File: src/rtl/mux16_rr_arbiter.sv
// mux16_rr_arbiter: round-robin arbiter and sequencer for the 16:1 one-bit mux.
// Shares the mux among 16 requesters, drives a registered select and one-hot
// grant, and presents din[sel] through a valid/ready handshake. Each grant is
// bounded by MAX_BEATS transferred beats and is always followed by one idle
// cycle before the next arbitration.
// Optional build macro MUX16_ARB_MASK_EN adds a per-channel enable input
// chan_en; the effective request becomes req & chan_en.
module mux16_rr_arbiter #(
  parameter int MAX_BEATS = 8,
  parameter int N_CH      = 16,
  parameter int SEL_W     = 4
) (
  input  logic              clk,
  input  logic              rst,
  input  logic [N_CH-1:0]   req,
  input  logic [N_CH-1:0]   din,
  output logic [SEL_W-1:0]  sel,
  output logic [N_CH-1:0]   gnt,
  output logic              out_valid,
  output logic              out_bit,
  input  logic              out_ready,
  output logic              busy
`ifdef MUX16_ARB_MASK_EN
  ,
  input  logic [N_CH-1:0]   chan_en
`endif
);

  typedef enum logic {IDLE, GRANT} state_t;

  state_t             state_q;
  state_t             state_d;
  logic [SEL_W-1:0]   ptr;
  logic [7:0]         beat_cnt;
  logic [N_CH-1:0]    eff_req;
  logic [SEL_W-1:0]   win;
  logic [SEL_W-1:0]   idx;
  logic               cur_req;
  logic               beat;
  logic               last_beat;
  logic               release_now;
  logic               load_grant;

`ifdef MUX16_ARB_MASK_EN
  assign eff_req = req & chan_en;
`else
  assign eff_req = req;
`endif

  // Handshake: valid only while granted and the owner still requests.
  assign cur_req     = eff_req[sel];
  assign busy        = (state_q == GRANT);
  assign out_valid   = busy && cur_req;
  assign out_bit     = out_valid && din[sel];
  assign beat        = out_valid && out_ready;
  assign last_beat   = beat && (beat_cnt == 8'(MAX_BEATS - 1));
  assign release_now = busy && (!cur_req || last_beat);
  assign load_grant  = (state_q == IDLE) && (|eff_req);

  // Round-robin search: first set request at or after ptr, wrapping mod 16.
  always_comb begin
    win = ptr;
    idx = '0;
    for (int i = N_CH - 1; i >= 0; i--) begin
      idx = ptr + SEL_W'(i);
      if (eff_req[idx]) begin
        win = idx;
      end
    end
  end

  // State register.
  always_ff @(posedge clk or posedge rst) begin
    if (rst) begin
      state_q <= IDLE;
    end else begin
      state_q <= state_d;
    end
  end

  // Next-state: arbitrate from IDLE, leave GRANT on budget end or withdrawal.
  always_comb begin
    state_d = state_q;
    case (state_q)
      IDLE:    if (load_grant)  state_d = GRANT;
      GRANT:   if (release_now) state_d = IDLE;
      default: state_d = IDLE;
    endcase
  end

  // Grant, select, pointer and beat budget bookkeeping.
  always_ff @(posedge clk or posedge rst) begin
    if (rst) begin
      sel      <= '0;
      gnt      <= '0;
      ptr      <= '0;
      beat_cnt <= '0;
    end else if (load_grant) begin
      sel      <= win;
      gnt      <= {{(N_CH-1){1'b0}}, 1'b1} << win;
      beat_cnt <= '0;
    end else if (release_now) begin
      gnt      <= '0;
      ptr      <= sel + 1'b1;
    end else if (beat) begin
      beat_cnt <= beat_cnt + 8'd1;
    end
  end

endmodule

File: config.mk
export PLATFORM = sky130hd
export DESIGN_NAME = mux16_rr_arbiter
export DESIGN_NICKNAME = d
export VERILOG_FILES = /design/src/rtl/mux16_rr_arbiter.sv
export SDC_FILE = /design/constraint.sdc
export NUM_CORES = 1
export LEC_CHECK = 0
export CAP_MARGIN = 20
export CORE_MARGIN = 2
export CORE_UTILIZATION = 57
export DETAILED_ROUTE_END_ITERATION = 6
export PLACE_DENSITY = 0.82
export SYNTH_ARGS = -nofsm -noshare
export SYNTH_HDL_FRONTEND = slang
export SYNTH_SLANG_ARGS = --single-unit
File: constraint.sdc
create_clock -name clk -period 4.7 [get_ports clk]
set_clock_uncertainty 0.15 [all_clocks]
set_input_delay 0.705 -clock clk [delete_from_list [all_inputs] [get_ports clk]]
set_output_delay 0.705 -clock clk [all_outputs]
set_load 0.05 [all_outputs]
==> reports/results.ini, run 1 <==
[routing]
vias_per_cell=6.862
antenna_left=0
dr.pass1.iters=5
vias=3987
met1_length_mm=4.873
wl_per_cell_um=21.17
drc=0
finalWirelength_mm=12.30
route.met2.wl_mm=5.898
route.met3.wl_mm=1.182
topRoutingLayerUsed=met4
drt-initial-drc-count=381

[timing]
grt_setup_unrepaired=false
fin_crit_ns=4.173
setup_viol=0
relSlewSlack_pct=50.11
tns_ns=0
timing.final.crit_share_pct=88.78
fmax_ghz=0.2396
slew_viol_final=0
finalHoldViolCount=0
tightest_slew_ns=0.7275

[yosys]
syn-num-nets=481
seq_area_frac_synth_pct=18.83
syn_inst=437
synth_warnings=0
synth_area_leaders=mux4_2 23%, dfrtp_1 19%, mux2i_1 8.7%
syn_avg_cell_area_um2=10.04
synth_ff_type=dfrtp_1
synth-seq-cells=33
post-synth-top-area-cell=mux4_2
ys_types=72
synth_top_area_share_pct=22.60
synth-async-reset-ratio_pct=100.0
syn_area_um2=4385
synth_edf_count=0

[cts]
clock_sinks=33
clock-root-buffer=clkbuf_8
hold_buffers=0
cts_setup_buffers=0
cts.repair.resized=0
cts_buffers=5
clock_path_buffers=2
h-tree-depth=2
clk_latency_ns=0.29
clk_pin_slew_worst_paths_ns=0.07
cts_tree=done

[global_route]
grt_pass1_vias=4018
grt_start_max_net_pins=35
grt_usage_pct=30.05
grt_pass1_wl_mm=20.37
antenna_found_initial=0
overflow=0

[worst_setup_path]
crit_family=buffers and inverters
cp_max_fo=12
cp_num_buf_inv=2
setup.worst_path.start=req[11]
crit_path_max_incr_delay_ns=0.71
worstPathRequired_ns=3.85
criticalPathCategory=input pin to primary output
reg2reg_from=ptr[0]
crit_slowest_cell=clkdlybuf4s50_1
end_kind=primary output
critPathArrivalTime_ns=3.32
start_kind=input pin
cp_cell_sequence=clkdlybuf4s50_1 > mux4_2 > mux4_2 > and2_1 > clkdlybuf4s50_1

[placement]
gp_congestion=1.016
numPortBuffers=57
hpwl_mm=9.084

[floorplan]
core_um2=7370
start_util_pct=59.51
ios=58
fp.dieW_um=91.72
die-area_um2=8412
num_rows=31
die_y_um=91.72

[final_layout]
antenna-diode-count=0
final_cell_mix=57 x clkdlybuf4s50_1, 44 x mux4_2, 41 x nand2_1, 38 x mux2i_1, 33 x dfrtp_1
drive_above_1_share_pct=20.54
nNetsFinal=525
area_growth_pct=15.72
mostFrequentLayoutCell=clkdlybuf4s50_1

[run]
cap_violations=0

[min_path]
min_path_type=flip-flop to flip-flop
hold_start=gnt[7]

[run_status]
status=finished, final reports clean

Yosys cell counts, drive strengths merged, types with 3 or more instances:
master,count
a21boi,3
xor2,8
o211ai,6
a2111oi,4
nor2,30
nand2,41
nor3,5
o21ai,16
o21a,3
clkbuf,18
nand2b,3
inv,16
and3,3
a32o,8
mux2i,40
and2,5
nand3,8
ha,9
mux4,44
nor4,6
a21o,3
o31ai,10
buf,14
a22oi,7
dfrtp,33
a211oi,9
a21oi,19
nor2b,7
mux2,15
xnor2,13
through the flow:
step / std cells / util (%) / cell area [um2] / worst slack [ns] / hold WS [ns]
after CTS: 580 / 68.76 / 5067 / 0.5506 / 0.3350
after detailed placement: 572 / 67.59 / 4981 / 0.5119 / 0.3187
after floorplan: 437 / - / 4385 / 0.8455 / 0.3560
final: 581 / 68.86 / 5075 / 0.5271 / 0.3317
after global placement: 572 / 67.59 / 4981 / 0.5804 / 0.3199
after global routing: 581 / 68.86 / 5075 / 0.2607 / 0.3640
final cells by class:
| class | instances | area, um2 |
|---|---|---|
| repair buffers | 69 | 660.6 |
| inverters | 17 | 63.81 |
| clock inverters | 3 | 17.52 |
| multi-input cells | 355 | 3314 |
| flip-flops and latches | 33 | 825.8 |
| fillers | 578 | 2295 |
| clock buffers | 5 | 68.82 |
| well taps | 99 | 123.9 |
routing by layer:
layer | track usage (%) | vias up
met5 | 0 | -
met4 | 10.07 | 0
met3 | 7.560 | 37
met2 | 48.59 | 234
met1 | 39.70 | 1923
li1 | - | 1793
flip-flops by register name (all words and copies together) (netlist names):
name and cells:
beat_cnt 8, sel 4, ptr 4, busy 1, gnt 16
kinds of logic after synthesis:
family,synth area share [%]
fa+ha+maj,2.568
simple gates,13.21
compound gates,18.37
flops,18.83
xor+xnor,5.478
mux,35.95
buf+inv,5.591
worst paths after layout:
check / to / slack (ns) / cells past startpoint
setup / recovery: out_valid / 0.53 / 5
hold / removal: gnt[7] / 0.33 / 2
setup reg to reg: gnt[8] / 0.53 / 9
hold reg to reg: gnt[7] / 0.33 / 2
max in group asynchronous: beat_cnt[2] / 3.45 / 3
min in group asynchronous: sel[2] / 0.66 / 3
worst reg2reg max path, delay by kind of cell, from the launching register on:
family / cells / cell delay (ns)
muxes: 3 / 1.40
AOI/OAI and AO/OA: 4 / 1.27
adders and majority gates: 1 / 0.73
DFF: 1 / 0.44
buffers and inverters: 1 / 0.12
Power of run 1 is not shown: default switching activity piles up to over one toggle a cycle in this logic, so the estimate is an artifact.
==> inputs of run 2 (changes only) <==
Settings changed: CORE_UTILIZATION 57 to 30, PLACE_DENSITY 0.82 to default.
==> run 2 against run 1 <==
- hold slack worse by 0.0033 ns
- maximum frequency is 1.2% lower
- die area is 85% higher
- utilization is 32 points lower
- first-iteration DRC count is 41% lower
- global-route usage is 14 points lower
- cell count is 15% higher
- critical path depth stayed put
- final area is 3.4% higher
- critical path type unchanged
- highest routed layer unchanged
==> reports/results.ini, run 2 (synthesis gave the netlist of run 1 again) <==
[final_layout]
fill_cells=1478  ; +160%
final_cell_mix=57 x clkdlybuf4s50_1, 44 x mux4_2, 41 x nand2_1, 38 x mux2i_1, 33 x dfrtp_1
antenna-diode-count=0  ; unchanged
area_growth_pct=19.69
regMostFlops=gnt
nNetsFinal=527  ; +0.38%
largest_reg_flops=16  ; unchanged
seq_area_um2=825.8  ; unchanged
multi_input_area_um2=3314  ; unchanged
top_regs=gnt x16, beat_cnt x8
drive_above_1_share_pct=20.66  ; +0.12 points
mostFrequentLayoutCell=clkdlybuf4s50_1

[global_route]
grt_busiest_layer=met2
grt_start_max_net_pins=35  ; unchanged
grtUsageMet1_pct=21.48  ; -18 points
grt_pass1_vias=3965  ; -1.3%
grt_usage_pct=16.01  ; -14 points
use_met2_pct=27.45  ; -21 points
antenna_found_initial=0  ; unchanged
use_met3_pct=2.448  ; -5.1 points
overflow=0  ; unchanged
grt_pass1_wl_mm=20.81  ; +2.2%

[placement]
numPortBuffers=57  ; unchanged
gp_congestion=0.9594  ; -5.6%
hpwl_mm=9.561  ; +5.3%

[worst_setup_path]
cp_max_fo=12  ; unchanged
crit_slowest_cell=clkdlybuf4s50_1
crit_path_max_incr_delay_ns=0.71  ; about the same
worstPathRequired_ns=3.85  ; about the same
start_kind=input pin
critPathArrivalTime_ns=3.37  ; +0.05 ns
end_kind=primary output
reg2reg_from=ptr[0]
setup.worst_path.start=req[9]
cp_cell_sequence=clkdlybuf4s50_1 > mux4_2 > mux4_2 > and2_1 > clkdlybuf4s50_1
criticalPathCategory=input pin to primary output

[run]
cap_violations=0  ; unchanged

[floorplan]
num_rows=44  ; +42%
start_util_pct=30.40  ; -29 points
die_y_um=124.9  ; +36%
die-area_um2=15600  ; +85%
ios=58  ; unchanged
core_um2=14420  ; +96%
fp.dieW_um=124.9  ; +36%

[cts]
clk_latency_ns=0.27  ; -0.02 ns
clk_pin_slew_worst_paths_ns=0.05  ; -0.02 ns
cts_setup_buffers=0  ; unchanged
clock-root-buffer=clkbuf_16
hold_buffers=0  ; unchanged
clock_sinks=33  ; unchanged
clock_path_buffers=2  ; unchanged
h-tree-depth=2  ; unchanged
cts_tree=done
cts.repair.resized=0  ; unchanged
cts_buffers=5  ; unchanged

[routing]
vias_per_cell=5.889  ; -14%
drt-initial-drc-count=224  ; -41%
finalWirelength_mm=12.67  ; +3.0%
vias=3934  ; -1.3%
antenna_left=0  ; unchanged
dr.pass1.iters=5  ; unchanged
drc=0  ; unchanged
wl_per_cell_um=18.97  ; -10%

[timing]
grt_setup_unrepaired=false
fmax_ghz=0.2368  ; -1.2%
timing.final.crit_share_pct=89.84  ; +1.1 points
slew_viol_final=0  ; unchanged
tns_ns=0  ; unchanged
relSlewSlack_pct=52.28  ; +2.2 points
setup_viol=0  ; unchanged
fin_crit_ns=4.223  ; +0.04968 ns
tightest_slew_ns=0.6958  ; -0.03168 ns
finalHoldViolCount=0  ; unchanged

[run_status]
status=finished, final reports clean

[min_path]
hold_start=gnt[14]
min_path_type=flip-flop to flip-flop

run 2: layout make-up:
type | instances | area share [%]
timing repair buffer | 71 | 12.87
clock buffer | 6 | 2.455
sequential | 33 | 15.73
multi-input combinational | 355 | 63.15
tap | 184 | 4.386
inverter | 17 | 1.216
clock inverter | 2 | 0.1907
run 2: routing by layer:
metal | wire, um | up-vias | share of wire [%]
met2 | 6235 | 177 | 49
met3 | 754 | 18 | 5.9
met1 | 5474 | 1940 | 43
li1 | - | 1799 | -
met4 | 210 | 0 | 1.7
met5 | 0 | - | 0
run 2: path summary, 6_finish.rpt:
kind	end	slack, ns	depth (start not counted)
max	out_valid	0.48	5
min	gnt[14]	0.33	2
max reg2reg	gnt[15]	0.48	11
min reg2reg	gnt[14]	0.33	2
max in group asynchronous	beat_cnt[7]	3.43	3
min in group asynchronous	gnt[6]	0.67	3
run 2: critical path, delay by kind of cell:
family	cells	cell delay, ns
buffers and inverters	2	1.38
and+or+nand+nor	1	0.20
muxes	2	1.08
run 2: through the flow:
stage	area [um2]	hold WS, ns	utilization [%]	std cells	worst slack, ns
floorplan	4385	0.3560	-	437	0.8455
global placement	5102	0.3195	35.37	659	0.4744
detailed placement	5102	0.3219	35.37	659	0.3869
CTS	5241	0.3337	36.34	667	0.4865
global route	5249	0.3739	36.39	668	0.1928
finish	5249	0.3284	36.39	668	0.4775
Power of run 2 is left out for the same reason.
==> inputs of run 3 (changes only) <==
==> constraint.sdc (replaced) <==
create_clock -name clk -period 4.7 [get_ports clk]
set_clock_uncertainty 0.15 [all_clocks]
set_input_delay 0.94 -clock clk [delete_from_list [all_inputs] [get_ports clk]]
set_output_delay 0.94 -clock clk [all_outputs]
set_load 0.05 [all_outputs]
==> run 3 against run 2 <==
- sequential share of layout area decreased by 0.11 points
- final area increased by 0.69%
- sequential cell count unchanged
- non-clock buffer count increased by 1
- via count increased by 0.13%
- first-iteration DRC count increased by 33%
- count of clock-buffer cells in the layout increased by 1
- register-to-register slack improved by 0.15 ns
- cell count increased by 0.15%
- setup slack got worse by 0.047 ns
==> reports/results.ini, run 3 (synthesis gave the netlist of run 1 again) <==
[routing]
finalWirelength_mm=12.69  ; +0.15%
wl_per_cell_um=18.97  ; about the same
antenna_left=0  ; unchanged
vias=3939  ; +0.13%
dr.pass1.iters=5  ; unchanged
drc=0  ; unchanged
drt-initial-drc-count=299  ; +33%
vias_per_cell=5.888  ; about the same

[final_layout]
drive_above_1_share_pct=21.24  ; +0.58 points
regMostFlops=gnt
final_cell_mix=55 x clkdlybuf4s50_1, 44 x mux4_2, 41 x nand2_1, 38 x mux2i_1, 33 x dfrtp_1
antenna-diode-count=0  ; unchanged
fin_util_pct=36.64  ; +0.25 points
nNetsFinal=528  ; +0.19%
stdcell_area_um2=5285  ; +0.69%
area_growth_pct=20.51
largest_reg_flops=16  ; unchanged
fill_cells=1492  ; +0.95%
top_regs=gnt x16, beat_cnt x8
mostFrequentLayoutCell=clkdlybuf4s50_1

[worst_setup_path]
crit_top_cell=mux4_2
critPathArrivalTime_ns=4.33  ; +0.96 ns
worstPathRequired_ns=4.76  ; +0.91 ns
cp_cell_sequence=clkdlybuf4s50_1 > mux4_2 > mux4_2 > nand4b_1 > nor4_1 > a211oi_2 > o221ai_4 > a32o_1
start_kind=input pin
crit_slowest_cell=clkdlybuf4s50_1
reg2reg_from=ptr[1]
cp_max_fo=17  ; +5
criticalPathCategory=input pin to flip-flop
r2r_cells=12  ; +1
crit_path_max_incr_delay_ns=0.65  ; -0.06 ns
r2r_end=gnt[13]
setup.worst_path.start=req[8]
end_kind=flip-flop
ff2ff_setup_slack_ns=0.63  ; +0.15 ns

[cts]
cts_tree=done
clock-root-buffer=clkbuf_16
cts.repair.resized=0  ; unchanged
hold_buffers=0  ; unchanged
cts_buffers=5  ; unchanged
clock_path_buffers=2  ; unchanged
cts_setup_buffers=0  ; unchanged
h-tree-depth=2  ; unchanged
clock_sinks=33  ; unchanged
clk_pin_slew_worst_paths_ns=0.05  ; about the same
clk_latency_ns=0.27  ; about the same

[timing]
setup_viol=0  ; unchanged
slew_viol_final=0  ; unchanged
whs_ns=0.3266  ; -0.001800 ns
timing.final.crit_share_pct=90.84  ; +1.0 points
grt_setup_unrepaired=false
finalHoldViolCount=0  ; unchanged
tightest_slew_ns=1.060  ; +0.3641 ns
fmax_ghz=0.2342  ; -1.1%
fin_crit_ns=4.270  ; +0.04717 ns
tns_ns=0  ; unchanged
relSlewSlack_pct=29.34  ; -23 points

[min_path]
min_path_type=flip-flop to flip-flop
hold_start=gnt[15]
hold_end=gnt[15]
min_path_cells=2  ; unchanged

[placement]
numPortBuffers=57  ; unchanged
gp_congestion=0.8921  ; -7.0%
placed_area_um2=5105  ; about the same
hpwl_mm=9.674  ; +1.2%

[floorplan]
fp.dieW_um=124.9  ; unchanged
die_y_um=124.9  ; unchanged
num_rows=44  ; unchanged
start_util_pct=30.40  ; unchanged
ios=58  ; unchanged
die-area_um2=15600  ; unchanged
core_um2=14420  ; unchanged

[global_route]
antenna_found_initial=0  ; unchanged
grt_usage_pct=16.30  ; +0.30 points
grt_start_max_net_pins=35  ; unchanged
overflow=0  ; unchanged
grt_pass1_wl_mm=21.18  ; +1.8%
grt_pass1_vias=4019  ; +1.4%

[run_status]
status=finished, final reports clean

[run]
cap_violations=0  ; unchanged

run 3: changes by cell type in the layout (fill, tap and decap cells not counted):
cell,previous run,this run
buf_4,14,17
clkdlybuf4s50_1,57,55
clkbuf_8,0,1
clkinv_2,2,0
bufinv_16,0,1
run 3: how the worst max path moves through the flow:
stage | to
floorplan | gnt[4]
global placement | gnt[9]
detailed placement | gnt[13]
CTS | gnt[13]
global route | gnt[4]
finish | gnt[13]
run 3: cell type report:
cell class              instances  area (um2)  share of cell area [%]
clock buffers                   7       142.6                   2.699
clock inverters                 1       30.03                  0.5682
inverters                      17       63.81                   1.207
multi-input cells             355        3314                   62.71
flip-flops and latches         33       825.8                   15.62
well taps                     184       230.2                   4.356
repair buffers                 72       678.2                   12.83
run 3: critical path, delay by kind of cell:
kind	cells	cell delay (ns)
AOI/OAI and AO/OA	3	0.77
buffers and inverters	1	0.65
muxes	2	1.28
and+or+nand+nor	2	0.67
run 3: per-layer routing:
metal	GRT usage (%)	up-vias	share of wire [%]
met5	0	-	0
met4	5.098	0	3.1
met3	2.577	36	5.4
met2	27.61	163	48
met1	21.49	1943	43
li1	-	1797	-
run 3: through the flow:
| step | worst slack [ns] | cells |
|---|---|---|
| after floorplan | 0.8455 | 437 |
| final | 0.4303 | 669 |
| after detailed placement | 0.2025 | 660 |
| after CTS | 0.4805 | 668 |
| after global routing | 0.2234 | 669 |
| after global placement | 0.2358 | 660 |
Power of run 3 is left out for the same reason.
